File: src/rtl/sparc_muldiv_seq.sv
// rtl/sparc_muldiv_seq.sv - multi-cycle SPARC UMUL/SMUL/UDIV/SDIV sequencer
//
// Purpose: runs one integer multiply (radix-2 shift-add) or divide (restoring,
// on magnitudes) over 32 iteration cycles plus a sign-fixup cycle, stalls the
// pipeline through busy, and owns the Y register (upper half of every product).
//
// Ports:
//   MDS_clk_in       clock, rising edge
//   MDS_rst_in       asynchronous active-high reset
//   MDS_start_in     issue strobe
//   MDS_op3_in       SPARC op3: 0A UMUL, 0B SMUL, 0E UDIV, 0F SDIV
//   MDS_valA_in      rs1 operand
//   MDS_valB_in      second operand (register or sign-extended simm13)
//   MDS_rd_in        destination register tag
//   MDS_flush_in     abort the in-flight operation
//   MDS_busy_out     pipeline stall request
//   MDS_done_out     one-cycle result-valid pulse
//   MDS_res_out      low product or quotient
//   MDS_rd_out       destination tag returned with the result
//   MDS_divzero_out  divide by zero, meaningful while done is high
//   MDS_y_out        current Y register
module sparc_muldiv_seq #(
  parameter int WIDTH = 32
) (
  input  logic             MDS_clk_in,
  input  logic             MDS_rst_in,
  input  logic             MDS_start_in,
  input  logic [5:0]       MDS_op3_in,
  input  logic [WIDTH-1:0] MDS_valA_in,
  input  logic [WIDTH-1:0] MDS_valB_in,
  input  logic [4:0]       MDS_rd_in,
  input  logic             MDS_flush_in,
  output logic             MDS_busy_out,
  output logic             MDS_done_out,
  output logic [WIDTH-1:0] MDS_res_out,
  output logic [4:0]       MDS_rd_out,
  output logic             MDS_divzero_out,
  output logic [WIDTH-1:0] MDS_y_out
);

  typedef enum logic [2:0] {
    S_IDLE,
    S_MUL,
    S_DIV,
    S_FIXUP,
    S_DONE
  } state_t;

  state_t r_state;
  state_t w_next;

  logic [2*WIDTH-1:0] r_acc;       // mul: {partial hi, multiplier}; div: {remainder, dividend/quotient}
  logic [WIDTH-1:0]   r_opb;       // multiplicand or divisor magnitude
  logic [4:0]         r_cnt;
  logic               r_neg;
  logic               r_is_mul;
  logic               r_is_signed;
  logic [4:0]         r_rd_pend;
  logic [WIDTH-1:0]   r_res;
  logic [4:0]         r_rd_out;
  logic               r_divzero;
  logic [WIDTH-1:0]   r_y;

  logic               w_legal;
  logic               w_op_mul;
  logic               w_op_signed;
  logic               w_accept;
  logic               w_divzero;
  logic [WIDTH-1:0]   w_mag_a;
  logic [WIDTH-1:0]   w_mag_b;
  logic               w_busy;
  logic               w_done;

  logic [WIDTH:0]     w_mul_sum;
  logic [2*WIDTH-1:0] w_mul_step;
  logic [WIDTH:0]     w_div_shift;
  logic               w_div_ge;
  logic [WIDTH-1:0]   w_div_trial;
  logic [2*WIDTH-1:0] w_div_step;
  logic [2*WIDTH-1:0] w_prod;
  logic [WIDTH-1:0]   w_quo;
  logic [WIDTH-1:0]   w_fix_res;

  localparam logic [WIDTH-1:0] MIN_NEG = {1'b1, {(WIDTH-1){1'b0}}};
  localparam logic [WIDTH-1:0] MAX_POS = {1'b0, {(WIDTH-1){1'b1}}};

  // op3 decode: bit 2 separates divide from multiply, bit 0 marks signed.
  assign w_legal     = (MDS_op3_in == 6'h0A) || (MDS_op3_in == 6'h0B) ||
                       (MDS_op3_in == 6'h0E) || (MDS_op3_in == 6'h0F);
  assign w_op_mul    = ~MDS_op3_in[2];
  assign w_op_signed = MDS_op3_in[0];
  assign w_accept    = MDS_start_in && w_legal &&
                       ((r_state == S_IDLE) || (r_state == S_DONE));
  assign w_divzero   = ~w_op_mul && (MDS_valB_in == '0);

  assign w_mag_a = (w_op_signed && MDS_valA_in[WIDTH-1]) ? -MDS_valA_in : MDS_valA_in;
  assign w_mag_b = (w_op_signed && MDS_valB_in[WIDTH-1]) ? -MDS_valB_in : MDS_valB_in;

  // Shift-add: add multiplicand into the high half when the current
  // multiplier bit is set, then shift the whole accumulator right, carry in.
  assign w_mul_sum  = {1'b0, r_acc[2*WIDTH-1:WIDTH]} +
                      (r_acc[0] ? {1'b0, r_opb} : '0);
  assign w_mul_step = {w_mul_sum, r_acc[WIDTH-1:1]};

  // Restoring step: remainder shifted left with the next dividend bit; the
  // true difference always fits in WIDTH bits when it is non-negative.
  assign w_div_shift = r_acc[2*WIDTH-1:WIDTH-1];
  assign w_div_ge    = (w_div_shift >= {1'b0, r_opb});
  assign w_div_trial = w_div_shift[WIDTH-1:0] - r_opb;
  assign w_div_step  = w_div_ge ? {w_div_trial, r_acc[WIDTH-2:0], 1'b1}
                                : {w_div_shift[WIDTH-1:0], r_acc[WIDTH-2:0], 1'b0};

  assign w_prod = r_neg ? -r_acc : r_acc;
  assign w_quo  = r_acc[WIDTH-1:0];

  always_comb begin
    w_fix_res = w_quo;
    if (r_is_mul) begin
      w_fix_res = w_prod[WIDTH-1:0];
    end else if (r_is_signed) begin
      if (r_neg) begin
        w_fix_res = -w_quo;
      end else if (w_quo == MIN_NEG) begin
        w_fix_res = MAX_POS;  // only 0x80000000 / -1 reaches a positive 2^31
      end
    end
  end

  always_ff @(posedge MDS_clk_in or posedge MDS_rst_in) begin
    if (MDS_rst_in) begin
      r_state <= S_IDLE;
    end else begin
      r_state <= w_next;
    end
  end

  always_comb begin
    w_next = r_state;
    w_busy = 1'b0;
    w_done = 1'b0;
    case (r_state)
      S_IDLE, S_DONE: begin
        w_done = (r_state == S_DONE);
        if (w_accept) begin
          if (w_op_mul) begin
            w_next = S_MUL;
          end else if (w_divzero) begin
            w_next = S_DONE;
          end else begin
            w_next = S_DIV;
          end
        end else begin
          w_next = S_IDLE;
        end
      end
      S_MUL, S_DIV: begin
        w_busy = 1'b1;
        if (MDS_flush_in) begin
          w_next = S_IDLE;
        end else if (r_cnt == 5'd0) begin
          w_next = S_FIXUP;
        end
      end
      S_FIXUP: begin
        w_busy = 1'b1;
        w_next = MDS_flush_in ? S_IDLE : S_DONE;
      end
      default: begin
        w_next = S_IDLE;
      end
    endcase
  end

  always_ff @(posedge MDS_clk_in or posedge MDS_rst_in) begin
    if (MDS_rst_in) begin
      r_acc       <= '0;
      r_opb       <= '0;
      r_cnt       <= 5'd0;
      r_neg       <= 1'b0;
      r_is_mul    <= 1'b0;
      r_is_signed <= 1'b0;
      r_rd_pend   <= 5'd0;
      r_res       <= '0;
      r_rd_out    <= 5'd0;
      r_divzero   <= 1'b0;
      r_y         <= '0;
    end else if (w_accept) begin
      r_acc       <= {{WIDTH{1'b0}}, w_mag_a};
      r_opb       <= w_mag_b;
      r_cnt       <= 5'd31;
      r_neg       <= w_op_signed && (MDS_valA_in[WIDTH-1] ^ MDS_valB_in[WIDTH-1]);
      r_is_mul    <= w_op_mul;
      r_is_signed <= w_op_signed;
      r_rd_pend   <= MDS_rd_in;
      if (w_divzero) begin
        // Zero divisor skips straight to DONE, so the result is posted now.
        r_res     <= '0;
        r_rd_out  <= MDS_rd_in;
        r_divzero <= 1'b1;
      end
    end else if (!MDS_flush_in) begin
      if (r_state == S_MUL) begin
        r_acc <= w_mul_step;
        r_cnt <= r_cnt - 5'd1;
      end else if (r_state == S_DIV) begin
        r_acc <= w_div_step;
        r_cnt <= r_cnt - 5'd1;
      end else if (r_state == S_FIXUP) begin
        r_res     <= w_fix_res;
        r_rd_out  <= r_rd_pend;
        r_divzero <= 1'b0;
        if (r_is_mul) begin
          r_y <= w_prod[2*WIDTH-1:WIDTH];
        end
      end
    end
  end

  assign MDS_busy_out    = w_busy;
  assign MDS_done_out    = w_done;
  assign MDS_res_out     = r_res;
  assign MDS_rd_out      = r_rd_out;
  assign MDS_divzero_out = r_divzero;
  assign MDS_y_out       = r_y;

endmodule

File: config.mk
export PLATFORM = sky130hd
export DESIGN_NAME = sparc_muldiv_seq
export DESIGN_NICKNAME = d
export VERILOG_FILES = /design/src/rtl/sparc_muldiv_seq.sv
export SDC_FILE = /design/constraint.sdc
export NUM_CORES = 1
export LEC_CHECK = 0
export ABC_CLOCK_PERIOD_IN_PS = 7600
export CAP_MARGIN = 10
export CORE_MARGIN = 2
export CORE_UTILIZATION = 60
export DETAILED_ROUTE_END_ITERATION = 6
export DONT_BUFFER_PORTS = 1
export GPL_TIMING_DRIVEN = 0
export PLACE_DENSITY = 0.73
export SETUP_SLACK_MARGIN = 0.4
export SYNTH_ARGS = -nofsm -noshare
export SYNTH_HDL_FRONTEND = slang
export SYNTH_SLANG_ARGS = --single-unit
File: constraint.sdc
create_clock -name MDS_clk_in -period 7.6 [get_ports MDS_clk_in]
set_clock_uncertainty 0.15 [all_clocks]
set_input_delay 1.52 -clock MDS_clk_in [delete_from_list [all_inputs] [get_ports MDS_clk_in]]
set_output_delay 1.52 -clock MDS_clk_in [all_outputs]
set_load 0.005 [all_outputs]
==> results by group <==
Outcome
  • Status: finished clean

Final layout
  • Fillers: approximately 2.1k
  • Area delta synth->final: 7.24%
  • Commonest non-fill, non-tap cell in the layout: nand2_1
  • Fraction of layout cells with a size suffix above 1: 4.24%
  • Post-route cell area: 15400 sq um
  • Nets@finish: 2022
  • Reg area: 4550 sq um
  • Most frequent cells in the layout: nand2_1, o21ai_0, dfrtp_1
  • Multi-input gate area: 9140 sq um
  • # diodes: 0

Global route
  • Number of global-route vias before repair: 13.4k
  • First-pass GRT wire length: 74.0 mm
  • Largest net degree at the start of global routing: around 120
  • Initial antenna violation count: 0
  • Total global routing overflow: 0
  • Overall Global Routing Usage: 37.1%

Synthesis
  • Mapped Nets: 2002
  • Sequential area share after synthesis: 31.7%
  • Post-synth top area share: 31.7%
  • Netlist cell types: 72
  • Synth Warn #: 0
  • Async set-reset flop share out of synthesis: between 90% and 100%
  • Yosys reg bits: about 180
  • Synthesized area: 14400 sq um
  • Area leader, netlist: dfrtp_1
  • Post-synthesis cell count: 1852
  • Ys flop type: dfrtp_1
  • Top post-synthesis cells by area: dfrtp_1, nand2_1, o21ai_0
  • Number of synthesized flops with an enable pin: 0
  • Syn_area_per_cell: 7.77 sq um

Placement
  • I/O Buffers: 0
  • Pre-CTS WS: ~2.6 ns
  • Cell Area, Placed: 14800 sq um
  • GP Congestion: 1.02
  • DP HPWL: 36.2 mm

Power
  • Internal power: 3.35 mW
  • Comb pwr share: 61.0%
  • Clock Power Share: between 10% and 20%
  • Peak supply drop: 0.162 mV
  • Sequential share of power: 25.9%
  • Psw: 3.67 mW
  • Switching Share: around 52%
  • Pwr Density: 455 nW/um^2
  • Lkg Pwr: 6.68 nW

Timing
  • Crit share post-route: 64.6%
  • Worst-margin pin slew: ~0.9 ns
  • Final Setup Violations: 0
  • Final Hold Fails: 0
  • Min Tclk post-route: 4.91 ns
  • Unrepaired setup endpoints after global routing: false
  • Max transition margin: 38.3%
  • FMAX: a little over 0.2 GHz
  • Setup TNS: 0 ns
  • Final WS setup: 2.69 ns
  • Max-slew violations: 0

CTS
  • TritonCTS clock tree: done
  • Post-cts resize count: 0
  • Clock transition at the registers of the reported paths: 0.09 ns
  • Post-CTS setup buffer count: 0
  • Clock Path Buffers: 2
  • Clock sinks: 182
  • Root Driver: clkbuf_16
  • # hold bufs at CTS: 0
  • Htree depth: 4
  • TritonCTS buffer count: 17
  • Clk Latency, worst-skew pair: around 0.46 ns

Setup path
  • Worst setup SP type: flip-flop
  • Worst reg2reg setup slack: 2.69 ns
  • Worst EP required: 7.78 ns
  • WS Path Type: reg2reg
  • Crit path DAT: approximately 5.1 ns
  • Critical Path Fanout Max: 10
  • Setup crit end kind: flip-flop

Floorplanning
  • I/O Pins: approximately 150
  • Core area: 23500 sq um
  • Die area: 25200 sq um
  • Die W: between 150 and 200 microns
  • Row count: 56
  • Starting Density: 61.1%
  • Die height: between 150 and 200 microns

Route
  • Iter 0 DRT Violations: 1483
  • # DRC: 0
  • Vias/cell: 6.49
  • Final wirelength: 47.0 mm
  • Wire per inst: 21.3 microns
  • Pre-antenna DRT Iters: 6
  • Post-route ant nets: 0
  • Total vias in the final route: about 14k

Hold path
  • Worst min path class: reg2reg

Flow run
  • Max_cap viols: 0
[flip-flops by register name, summed over array words and instances (netlist names)]
signal	cells
r_acc	64
MDS_res_out	32
MDS_y_out	32
r_opb	32
MDS_rd_out	5
r_cnt	5
r_rd_pend	5
r_state	3
MDS_divzero_out	1
r_is_mul	1
r_is_signed	1
r_neg	1
[path summary, 6_finish.rpt]
path,startpoint,end,cells past startpoint
max,r_acc[0],MDS_y_out[30],13
min,r_rd_pend[4],r_rd_pend[4],2
max reg2reg,r_acc[0],MDS_y_out[30],13
min reg2reg,r_rd_pend[4],r_rd_pend[4],2
max in group asynchronous,MDS_rst_in,r_opb[12],2
min in group asynchronous,MDS_rst_in,MDS_res_out[16],1
[power by group through the flow]
| stage | Combinational, mW | Sequential (mW) | Clock, mW |
|---|---|---|---|
| 2_1_floorplan | 3.16 | 1.62 | 0 |
| 3_3_place_gp | 4.07 | 1.79 | 0 |
| 3_5_place_dp | 4.13 | 1.80 | 0 |
| 4_1_cts | 4.16 | 1.79 | 0.918 |
| 5_1_grt | 4.71 | 1.85 | 0.964 |
| 6_report | 4.29 | 1.82 | 0.918 |
[critical path, stage by stage (launching register included)]
cell,delay [ns]
dfrtp_1,0.51
inv_1,0.24
clkbuf_1,0.50
ha_1,0.33
or3b_2,0.47
or2_2,0.36
nand4b_4,0.25
nand2b_4,0.22
or4_4,0.52
or4_4,0.50
buf_6,0.16
o41ai_2,0.29
xor2_1,0.19
o21ai_1,0.07
[kinds of logic (layout without fill, tap and decap cells)]
| family | after synthesis | count (layout) | share of synthesized area [%] |
|---|---|---|---|
| compound gates | 588 | 588 | 25.4 |
| xor+xnor | 151 | 151 | 9.19 |
| fa+ha+maj | 71 | 71 | 6.28 |
| buf+inv | 176 | 209 | 4.80 |
| flops | 182 | 182 | 31.7 |
| mux | 11 | 11 | 0.809 |
| simple gates | 673 | 673 | 21.8 |
[stage by stage]
step | util (%) | total power [mW] | hold slack (ns) | std cells
2_1_floorplan | - | 4.78 | 0.291 | 1852
3_5_place_dp | 63.0 | 5.94 | 0.309 | 2172
6_report | 65.5 | 7.02 | 0.325 | 2204
5_1_grt | 65.5 | 7.53 | 0.350 | 2204
3_3_place_gp | 62.8 | 5.86 | 0.308 | 2171
4_1_cts | 65.5 | 6.87 | 0.327 | 2204
[Yosys cell counts, types with 14 or more instances]
cell	count
a211oi_1	19
a21o_1	33
a21oi_1	115
a31oi_1	29
clkbuf_1	101
dfrtp_1	182
ha_1	69
inv_1	62
nand2_1	289
nand2b_1	17
nand3_1	59
nor2_1	146
nor3_1	41
nor4_1	14
o211ai_1	47
o21ai_0	212
o31ai_1	29
xnor2_1	65
xor2_1	86
[layer usage]
layer	vias up	GRT usage (%)	share of wire (%)
li1	6627	-	-
met1	6778	53.6	43
met2	811	56.4	43
met3	96	8.80	12
met4	0	9.13	2.3
met5	-	0	0
[layout make-up]
type                    instances  share of cell area [%]
clock inverters                15                    1.18
multi-input cells            1494                    59.3
inverters                      62                    1.56
well taps                     319                    2.59
clock buffers                  17                    2.76
plain buffers                 114                    2.97
flip-flops and latches        182                    29.5
repair buffers                  1                   0.178
Note: power is estimated with default switching activity, not from simulation.
